### config.mk
export PLATFORM = sky130hd
export DESIGN_NAME = rgb_pwm_arbiter_flat
export DESIGN_NICKNAME = d
export VERILOG_FILES = /design/src/rtl/rgb_pwm_arbiter_if.sv /design/src/rtl/rgb_pwm_arbiter.sv /design/src/flat_wrapper.sv
export SDC_FILE = /design/constraint.sdc
export NUM_CORES = 1
export LEC_CHECK = 0
export CAP_MARGIN = 20
export CORE_ASPECT_RATIO = 1.75
export CORE_UTILIZATION = 52
export CTS_CLUSTER_SIZE = 20
export DETAILED_ROUTE_END_ITERATION = 16
export PLACE_DENSITY = 0.88
export SLEW_MARGIN = 20
export SYNTH_ARGS = -nofsm -noshare
export SYNTH_HDL_FRONTEND = slang
export SYNTH_SLANG_ARGS = --single-unit
### constraint.sdc
create_clock -name clk -period 2.2 [get_ports clk]
set_input_delay 0.55 -clock clk [delete_from_list [all_inputs] [get_ports clk]]
set_output_delay 0.55 -clock clk [all_outputs]
set_load 0.005 [all_outputs]
### src/rtl/rgb_pwm_arbiter_if.sv
// Colour-request handshakes from the application (A) and status (B) sources to the RGB arbiter.
// Each colour is a packed {r,g,b} duty word; ready is a one-cycle accept pulse from the arbiter.
interface rgb_pwm_arbiter_if #(
    parameter int PWM_BITS = 8
);
    logic                    a_valid;
    logic [3*PWM_BITS-1:0]   a_rgb;
    logic                    a_ready;
    logic                    b_valid;
    logic [3*PWM_BITS-1:0]   b_rgb;
    logic                    b_ready;

    modport master (
        output a_valid, a_rgb, b_valid, b_rgb,
        input  a_ready, b_ready
    );

    modport slave (
        input  a_valid, a_rgb, b_valid, b_rgb,
        output a_ready, b_ready
    );
endinterface

### src/rtl/rgb_pwm_arbiter.sv
// Arbitrates two colour requesters onto a 3-channel PWM and debounces the LED-enable button.
// Grants only on the last cycle of a PWM period (ready is combinational there); pwm_out lags cnt by 1 cycle.
module rgb_pwm_arbiter #(
    parameter int PWM_BITS        = 8,
    parameter int DEBOUNCE_CYCLES = 240000,
    parameter int STARVE_LIMIT    = 4
) (
    input  logic                 clk,
    input  logic                 reset_n,
    rgb_pwm_arbiter_if.slave     req,
    input  logic                 button_in,
    output logic                 led_en,
    output logic [2:0]           pwm_out,
    output logic [1:0]           owner,
    output logic                 period_tick
);
    localparam int STARVE_W = $clog2(STARVE_LIMIT + 1);
    localparam int DB_W     = $clog2(DEBOUNCE_CYCLES + 1);

    localparam logic [PWM_BITS-1:0] CNT_MAX  = '1;
    localparam logic [1:0]          OWN_NONE = 2'b00;
    localparam logic [1:0]          OWN_A    = 2'b01;
    localparam logic [1:0]          OWN_B    = 2'b10;

    typedef struct packed {
        logic [PWM_BITS-1:0] r;
        logic [PWM_BITS-1:0] g;
        logic [PWM_BITS-1:0] b;
    } rgb_t;

    logic [PWM_BITS-1:0] cnt;
    rgb_t                duty;
    logic [STARVE_W-1:0] starve_cnt;
    logic                boundary;
    logic                a_starved;
    logic                grant_a;
    logic                grant_b;

    assign boundary    = (cnt == CNT_MAX);
    assign period_tick = boundary;
    assign a_starved   = (starve_cnt >= STARVE_W'(STARVE_LIMIT));

    // B normally wins; A takes over once it has lost enough consecutive boundaries.
    always_comb begin
        grant_a = 1'b0;
        grant_b = 1'b0;
        if (boundary) begin
            if (req.b_valid && !(req.a_valid && a_starved)) begin
                grant_b = 1'b1;
            end else if (req.a_valid) begin
                grant_a = 1'b1;
            end
        end
    end

    assign req.a_ready = grant_a;
    assign req.b_ready = grant_b;

    // Duty loads on the boundary edge, so the new value is live exactly from cnt == 0.
    always_ff @(posedge clk or negedge reset_n) begin
        if (!reset_n) begin
            cnt        <= '0;
            duty       <= '0;
            owner      <= OWN_NONE;
            starve_cnt <= '0;
            pwm_out    <= 3'b000;
        end else begin
            cnt     <= cnt + 1'b1;
            pwm_out <= {cnt < duty.r, cnt < duty.g, cnt < duty.b};
            if (grant_a) begin
                duty  <= req.a_rgb;
                owner <= OWN_A;
            end else if (grant_b) begin
                duty  <= req.b_rgb;
                owner <= OWN_B;
            end
            if (!req.a_valid) begin
                starve_cnt <= '0;
            end else if (grant_b && !a_starved) begin
                starve_cnt <= starve_cnt + 1'b1;
            end else if (grant_a) begin
                starve_cnt <= '0;
            end
        end
    end

    logic            btn_s1;
    logic            btn_s2;
    logic [DB_W-1:0] db_cnt;

    // led_en only follows the synced level after an unbroken run of differing cycles.
    always_ff @(posedge clk or negedge reset_n) begin
        if (!reset_n) begin
            btn_s1 <= 1'b0;
            btn_s2 <= 1'b0;
            db_cnt <= '0;
            led_en <= 1'b0;
        end else begin
            btn_s1 <= button_in;
            btn_s2 <= btn_s1;
            if (btn_s2 == led_en) begin
                db_cnt <= '0;
            end else if (db_cnt == DB_W'(DEBOUNCE_CYCLES - 1)) begin
                led_en <= btn_s2;
                db_cnt <= '0;
            end else begin
                db_cnt <= db_cnt + 1'b1;
            end
        end
    end
endmodule

### src/flat_wrapper.sv
// flat-port wrapper written by rule: the top's interface ports become plain ports
module rgb_pwm_arbiter_flat 
#(
    parameter int PWM_BITS        = 8,
    parameter int DEBOUNCE_CYCLES = 240000,
    parameter int STARVE_LIMIT    = 4
)
  (clk, reset_n, button_in, led_en, pwm_out, owner, period_tick, req_a_valid, req_a_rgb, req_b_valid, req_b_rgb, req_a_ready, req_b_ready);
  rgb_pwm_arbiter_if #(.PWM_BITS(PWM_BITS)) req_i ();
  input  logic clk;
  input  logic reset_n;
  input  logic button_in;
  output logic led_en;
  output logic [2:0] pwm_out;
  output logic [1:0] owner;
  output logic period_tick;
  input wire logic [$bits(req_i.a_valid)-1:0] req_a_valid;
  input wire logic [$bits(req_i.a_rgb)-1:0] req_a_rgb;
  input wire logic [$bits(req_i.b_valid)-1:0] req_b_valid;
  input wire logic [$bits(req_i.b_rgb)-1:0] req_b_rgb;
  output wire logic [$bits(req_i.a_ready)-1:0] req_a_ready;
  output wire logic [$bits(req_i.b_ready)-1:0] req_b_ready;
  assign req_i.a_valid = req_a_valid;
  assign req_i.a_rgb = req_a_rgb;
  assign req_i.b_valid = req_b_valid;
  assign req_i.b_rgb = req_b_rgb;
  assign req_a_ready = req_i.a_ready;
  assign req_b_ready = req_i.b_ready;
  rgb_pwm_arbiter #(.PWM_BITS(PWM_BITS), .DEBOUNCE_CYCLES(DEBOUNCE_CYCLES), .STARVE_LIMIT(STARVE_LIMIT)) u_core (.clk(clk), .reset_n(reset_n), .req(req_i), .button_in(button_in), .led_en(led_en), .pwm_out(pwm_out), .owner(owner), .period_tick(period_tick));
endmodule
Word-level counts from Yosys, hierarchy flattened. Cells that the tools add are included.

$lt $le $gt $ge: 4. Reduce and logical (&&, ||, !) cells: 7. Muxes and demuxes: 14. Bitwise gates (word level): 1. Equal/unequal tests: 4. Add/sub/neg operators: 3.

Operator list (count): $mux 24 (2); $mux 18 (2); $lt 8x8->1 (3); $add 18x1->18 const B (1); $eq 18x18->1 const B (1); $mux 3 (3); $add 8x1->8 const B (1); $eq 8x8->1 const B (1); $mux 1 (5); $mux 2 (2); $add 3x1->3 const B (1); $ge 3x3->1 const B (1); $logic_and 1x1->1 (3); $ne 3x1->1 const B (1); $logic_not 1->1 (2); $reduce_and 2->1 (1); $reduce_bool 2->1 (1); $eq 1x1->1 (1); $not 1->1 (1).

Output and inout port bits: 9. Bits in registers: 61.

Logic depth before layout (Yosys ltp).
Depth in word-level cells: 9. Gate-level depth with buffers: 7. Mapped depth without buffers: 6.

Worst setup path before layout. No wires, ideal clock.

Path type: register to output. Start point: register u_core.cnt[1]. End point: output req_b_ready. Stages on the path, launching flop included: 6. Path buffers: 2. Required time: 1650 ps. Arrival time: 1453 ps. Slack: 197 ps. Cells stage by stage: dfrtp_1 ha_1 nand3_1 a2111oi_2 buf_4 buf_4.

Cells in the longest elaborated chain, start to end: 2.

Ends and longest elaborated chain: start: declaration (line rgb_pwm_arbiter.sv:31) `logic [PWM_BITS-1:0] cnt;`; start signal: assignment (line rgb_pwm_arbiter.sv:68) `cnt <= cnt + 1'b1;`; $eq 8x8->1 (line rgb_pwm_arbiter.sv:39) `assign boundary = (cnt == CNT_MAX);`; $mux 1 (line rgb_pwm_arbiter.sv:47) `if (boundary) begin`; end: declaration (line flat_wrapper.sv:22) `output wire logic [$bits(req_i.b_ready)-1:0] req_b_ready;`.

No other way between the ends.

Worst setup path after layout.
Start point: input req_b_valid. End point: output req_a_ready.

Cells in the longest elaborated chain, start to end: 3.

Ends and longest elaborated chain: start: declaration (line flat_wrapper.sv:19) `input wire logic [$bits(req_i.b_valid)-1:0] req_b_valid;`; $logic_and 1x1->1 (line rgb_pwm_arbiter.sv:48) `if (req.b_valid && !(req.a_valid && a_starved)) begin`; $mux 1 (line rgb_pwm_arbiter.sv:48); $mux 1 (line rgb_pwm_arbiter.sv:47); end: declaration (line flat_wrapper.sv:21) `output wire logic [$bits(req_i.a_ready)-1:0] req_a_ready;`.

No other way between the ends.

==> run summary <==
### Logic synthesis
- flip-flop cell with the highest count after synthesis: sky130_fd_sc_hd__dfrtp_1
- number of flops mapped to enable cells by yosys: 0
- number of cells produced by synthesis: 315
- combined area of all synthesized cells: 3190 um2
- Async S/R FF share, synth: 1.00
- average instance area after synthesis: 10.1 um2
- synthesis-stage register bit count: 61
- sequential cell area fraction in the yosys report: 0.478
- total of warnings raised by yosys: 0
- Net Count, Synth: 393
- post-synthesis cell type count: 39

### Final layout
- Final Core Density: 0.729
- count of fill cells added during filler insertion: 424
- diode count: 0
- most common library cell in the layout ignoring fill and taps: sky130_fd_sc_hd__dfrtp_1
- layout-stage area growth over the synthesis result: 34.2%
- area of the multi-input gates: 1540 um2
- layout cell share with drive strength beyond 1: 0.126
- register area: 1530 um2
- most frequent cells in the layout: sky130_fd_sc_hd__dfrtp_1 (61), sky130_fd_sc_hd__clkdlybuf4s50_1 (56), sky130_fd_sc_hd__inv_1 (32)
- final net count: 478

### Timing
- setup repair after global routing missed its margin: false
- Worst Hold Slack: 0.245 ns
- upper clock frequency limit: 0.467 GHz
- total setup violations reported at the end of the flow: 0
- Final Max Tran Viols: 0
- share of the cycle needed by the critical path after routing: 0.974
- worst-case clock skew: 0.00742 ns
- crit path time final: 2.14 ns
- total count of hold-check failures in the final report: 0
- slew of the pin with the lowest slew margin: 0.651 ns
- Worst slew margin: 0.566

### Power
- total power per unit cell area: 602 nW/um2
- leak pwr: 1.94 nW
- Comb pwr share: 0.106
- Net Sw Frac: 0.215
- sequential share of power: 0.464
- Clk network pwr share: 0.430
- NetSw: 553 uW
- internal power: 2.03 mW
- Design Power: 2.58 mW
- worst vdd rail ir drop: 0.000558 V

### Clock network
- clock latency on the worst-skew pair: 0.33 ns
- TritonCTS Buffers: 9
- clock sink count: 61
- buffer type at the clock tree root: sky130_fd_sc_hd__clkbuf_8
- CTS tree: built
- largest buffer count on any clock path: 2
- register clock-pin slew on the reported worst setup and hold paths: 0.06 ns
- H-tree depth: 3
- count of hold-fix buffers inserted at cts: 0

### Worst setup path
- worst path cell trace: clkdlybuf4s50_1 -> nor2b_1 -> nor4b_4 -> buf_2
- Worst setup SP type: input port
- maximum fanout along the worst path: 2
- delay of the slowest critical-path stage: 0.42 ns
- endpoint kind of the worst setup timing path: output port
- kind of critical path: in -> out
- arrival time at the worst endpoint: 1.59 ns
- cell type of the slowest stage on the worst timing path: sky130_fd_sc_hd__clkdlybuf4s50_1
- critical path required time: 1.65 ns

### Placed design
- count of input and output buffers: 61
- total half-perimeter wirelength after legalization and detailed placement: 5720 um
- Final GP Congestion: 0.818

### GRT
- largest net degree at the start of global routing: 34
- number of antenna violations at the first check in global routing: 0
- GRT overflow: 0
- global-route wire length before repair: 12500 um
- GRT Total Usage: 0.268
- vias in the first global route: 2808

### Route
- count of nets left with antenna violations after detail routing: 0
- via count normalized by instance count: 5.56
- sum of routed wire length over all layers: 7730 um
- number of vias after detailed routing: 2687
- Routed wire per std cell: 16.0 um
- first-pass iteration count of the detailed router: 4
- DRC violation count after routing: 0
- starting DRC count in detailed routing: 112

### Floorplanning
- die span in x: 61.2 um
- number of top-level design ports: 62
- initial standard-cell utilization of the core: 0.543
- num rows: 37
- die footprint: 6470 um2
- height of the die: 106 um
- Core ar.: 5880 um2

### Status
- result of the run: complete, no violations

### Min path
- class of the most critical hold timing path: in -> async

### Flow run
- Max-cap violations: 0

stage by stage:
step | cell area [um2] | TNS, ns | instances | setup slack, ns
after floorplan | 3190 | 0 | 315 | 0.197
after global placement | 4020 | -6.11 | 465 | -0.432
after detailed placement | 4020 | -6.98 | 465 | -0.415
after CTS | 4290 | 0 | 484 | 0.00982
after global routing | 4290 | 0 | 483 | 0.00878
final | 4290 | 0 | 483 | 0.0573
flip-flops by register name, indices dropped and copies added (netlist names):
register and count:
u_core.owner 2, u_core.pwm_out 3, u_core.btn_s1 1, u_core.starve_cnt 3, u_core.duty 24, u_core.led_en 1, u_core.db_cnt 18, u_core.btn_s2 1
u_core.cnt 8
synth_stat cells (2+ instances only):
| master | n | area [um2] |
|---|---|---|
| sky130_fd_sc_hd__mux2i_1 | 7 | 70.1 |
| sky130_fd_sc_hd__inv_1 | 32 | 120 |
| sky130_fd_sc_hd__and3_1 | 5 | 31.3 |
| sky130_fd_sc_hd__nand4_1 | 7 | 43.8 |
| sky130_fd_sc_hd__ha_1 | 25 | 313 |
| sky130_fd_sc_hd__xor2_1 | 6 | 52.6 |
| sky130_fd_sc_hd__a21oi_1 | 5 | 25.0 |
| sky130_fd_sc_hd__a221oi_1 | 3 | 26.3 |
| sky130_fd_sc_hd__a22oi_1 | 18 | 135 |
| sky130_fd_sc_hd__nand3_2 | 2 | 20.0 |
| sky130_fd_sc_hd__and2_1 | 2 | 12.5 |
| sky130_fd_sc_hd__nor4_1 | 3 | 18.8 |
| sky130_fd_sc_hd__a31oi_1 | 3 | 18.8 |
| sky130_fd_sc_hd__a21o_1 | 7 | 52.6 |
| sky130_fd_sc_hd__xnor2_1 | 14 | 123 |
| sky130_fd_sc_hd__buf_2 | 4 | 20.0 |
| sky130_fd_sc_hd__o21ai_0 | 31 | 155 |
| sky130_fd_sc_hd__nand2b_1 | 3 | 18.8 |
| sky130_fd_sc_hd__dfrtp_1 | 61 | 1530 |
| sky130_fd_sc_hd__nand2_1 | 20 | 75.1 |
| sky130_fd_sc_hd__nor3_1 | 4 | 20.0 |
| sky130_fd_sc_hd__nand3_1 | 14 | 70.1 |
| sky130_fd_sc_hd__buf_4 | 3 | 22.5 |
| sky130_fd_sc_hd__nor2_1 | 19 | 71.3 |
| sky130_fd_sc_hd__or3_1 | 2 | 12.5 |
| sky130_fd_sc_hd__clkbuf_1 | 2 | 7.51 |
power groups by stage:
stage / Clock, mW / Combinational [mW] / Sequential (mW)
2_1_floorplan: 0 / 0.0943 / 1.21
3_3_place_gp: 0 / 0.254 / 1.21
3_5_place_dp: 0 / 0.271 / 1.22
4_1_cts: 1.12 / 0.275 / 1.20
5_1_grt: 1.18 / 0.301 / 1.20
6_report: 1.11 / 0.273 / 1.20
path summary, 6_finish.rpt:
kind | endpoint | startpoint | cells past startpoint | slack (ns)
max in group asynchronous | u_core.cnt[5] | reset_n | 2 | 1.35
max reg2reg | u_core.duty[13] | u_core.cnt[0] | 7 | 0.16
min reg2reg | u_core.btn_s2 | u_core.btn_s1 | 0 | 0.35
max | req_a_ready | req_b_valid | 4 | 0.06
min in group clk | u_core.btn_s2 | u_core.btn_s1 | 0 | 0.35
min | u_core.db_cnt[2] | reset_n | 1 | 0.24
metal layers:
metal,wire length [um],global-route usage,part of all wire
met1,2810,0.291,0.36
met4,324,0.153,0.042
met3,236,0.0442,0.031
met5,0,0,0
met2,4360,0.465,0.56
cells by family after synthesis:
group / share of synthesized area
flops: 0.478
buf+inv: 0.0533
compound gates: 0.143
fa+ha+maj: 0.0979
mux: 0.0255
simple gates: 0.148
xor+xnor: 0.0548
repair_timing:
item / in CTS / in global routing
setup endpoints to repair: 4 / 10
gates resized for setup: 15 / 2
gates cloned: 0 / 0
setup buffers: 4 / 0
pin swaps: 4 / 2
worst max-delay path: cells and delay by family:
family                 cells  cell delay, ns
and+or+nand+nor            2            0.45
buffers and inverters      2            0.59
cell type report:
type                    instances  area share
inverters                      32      0.0280
clock inverters                 4      0.0164
repair buffers                 83       0.182
well taps                      78      0.0228
clock buffers                  12      0.0362
flip-flops and latches         61       0.356
multi-input cells             213       0.359
Power figures use the tool's default switching activity.
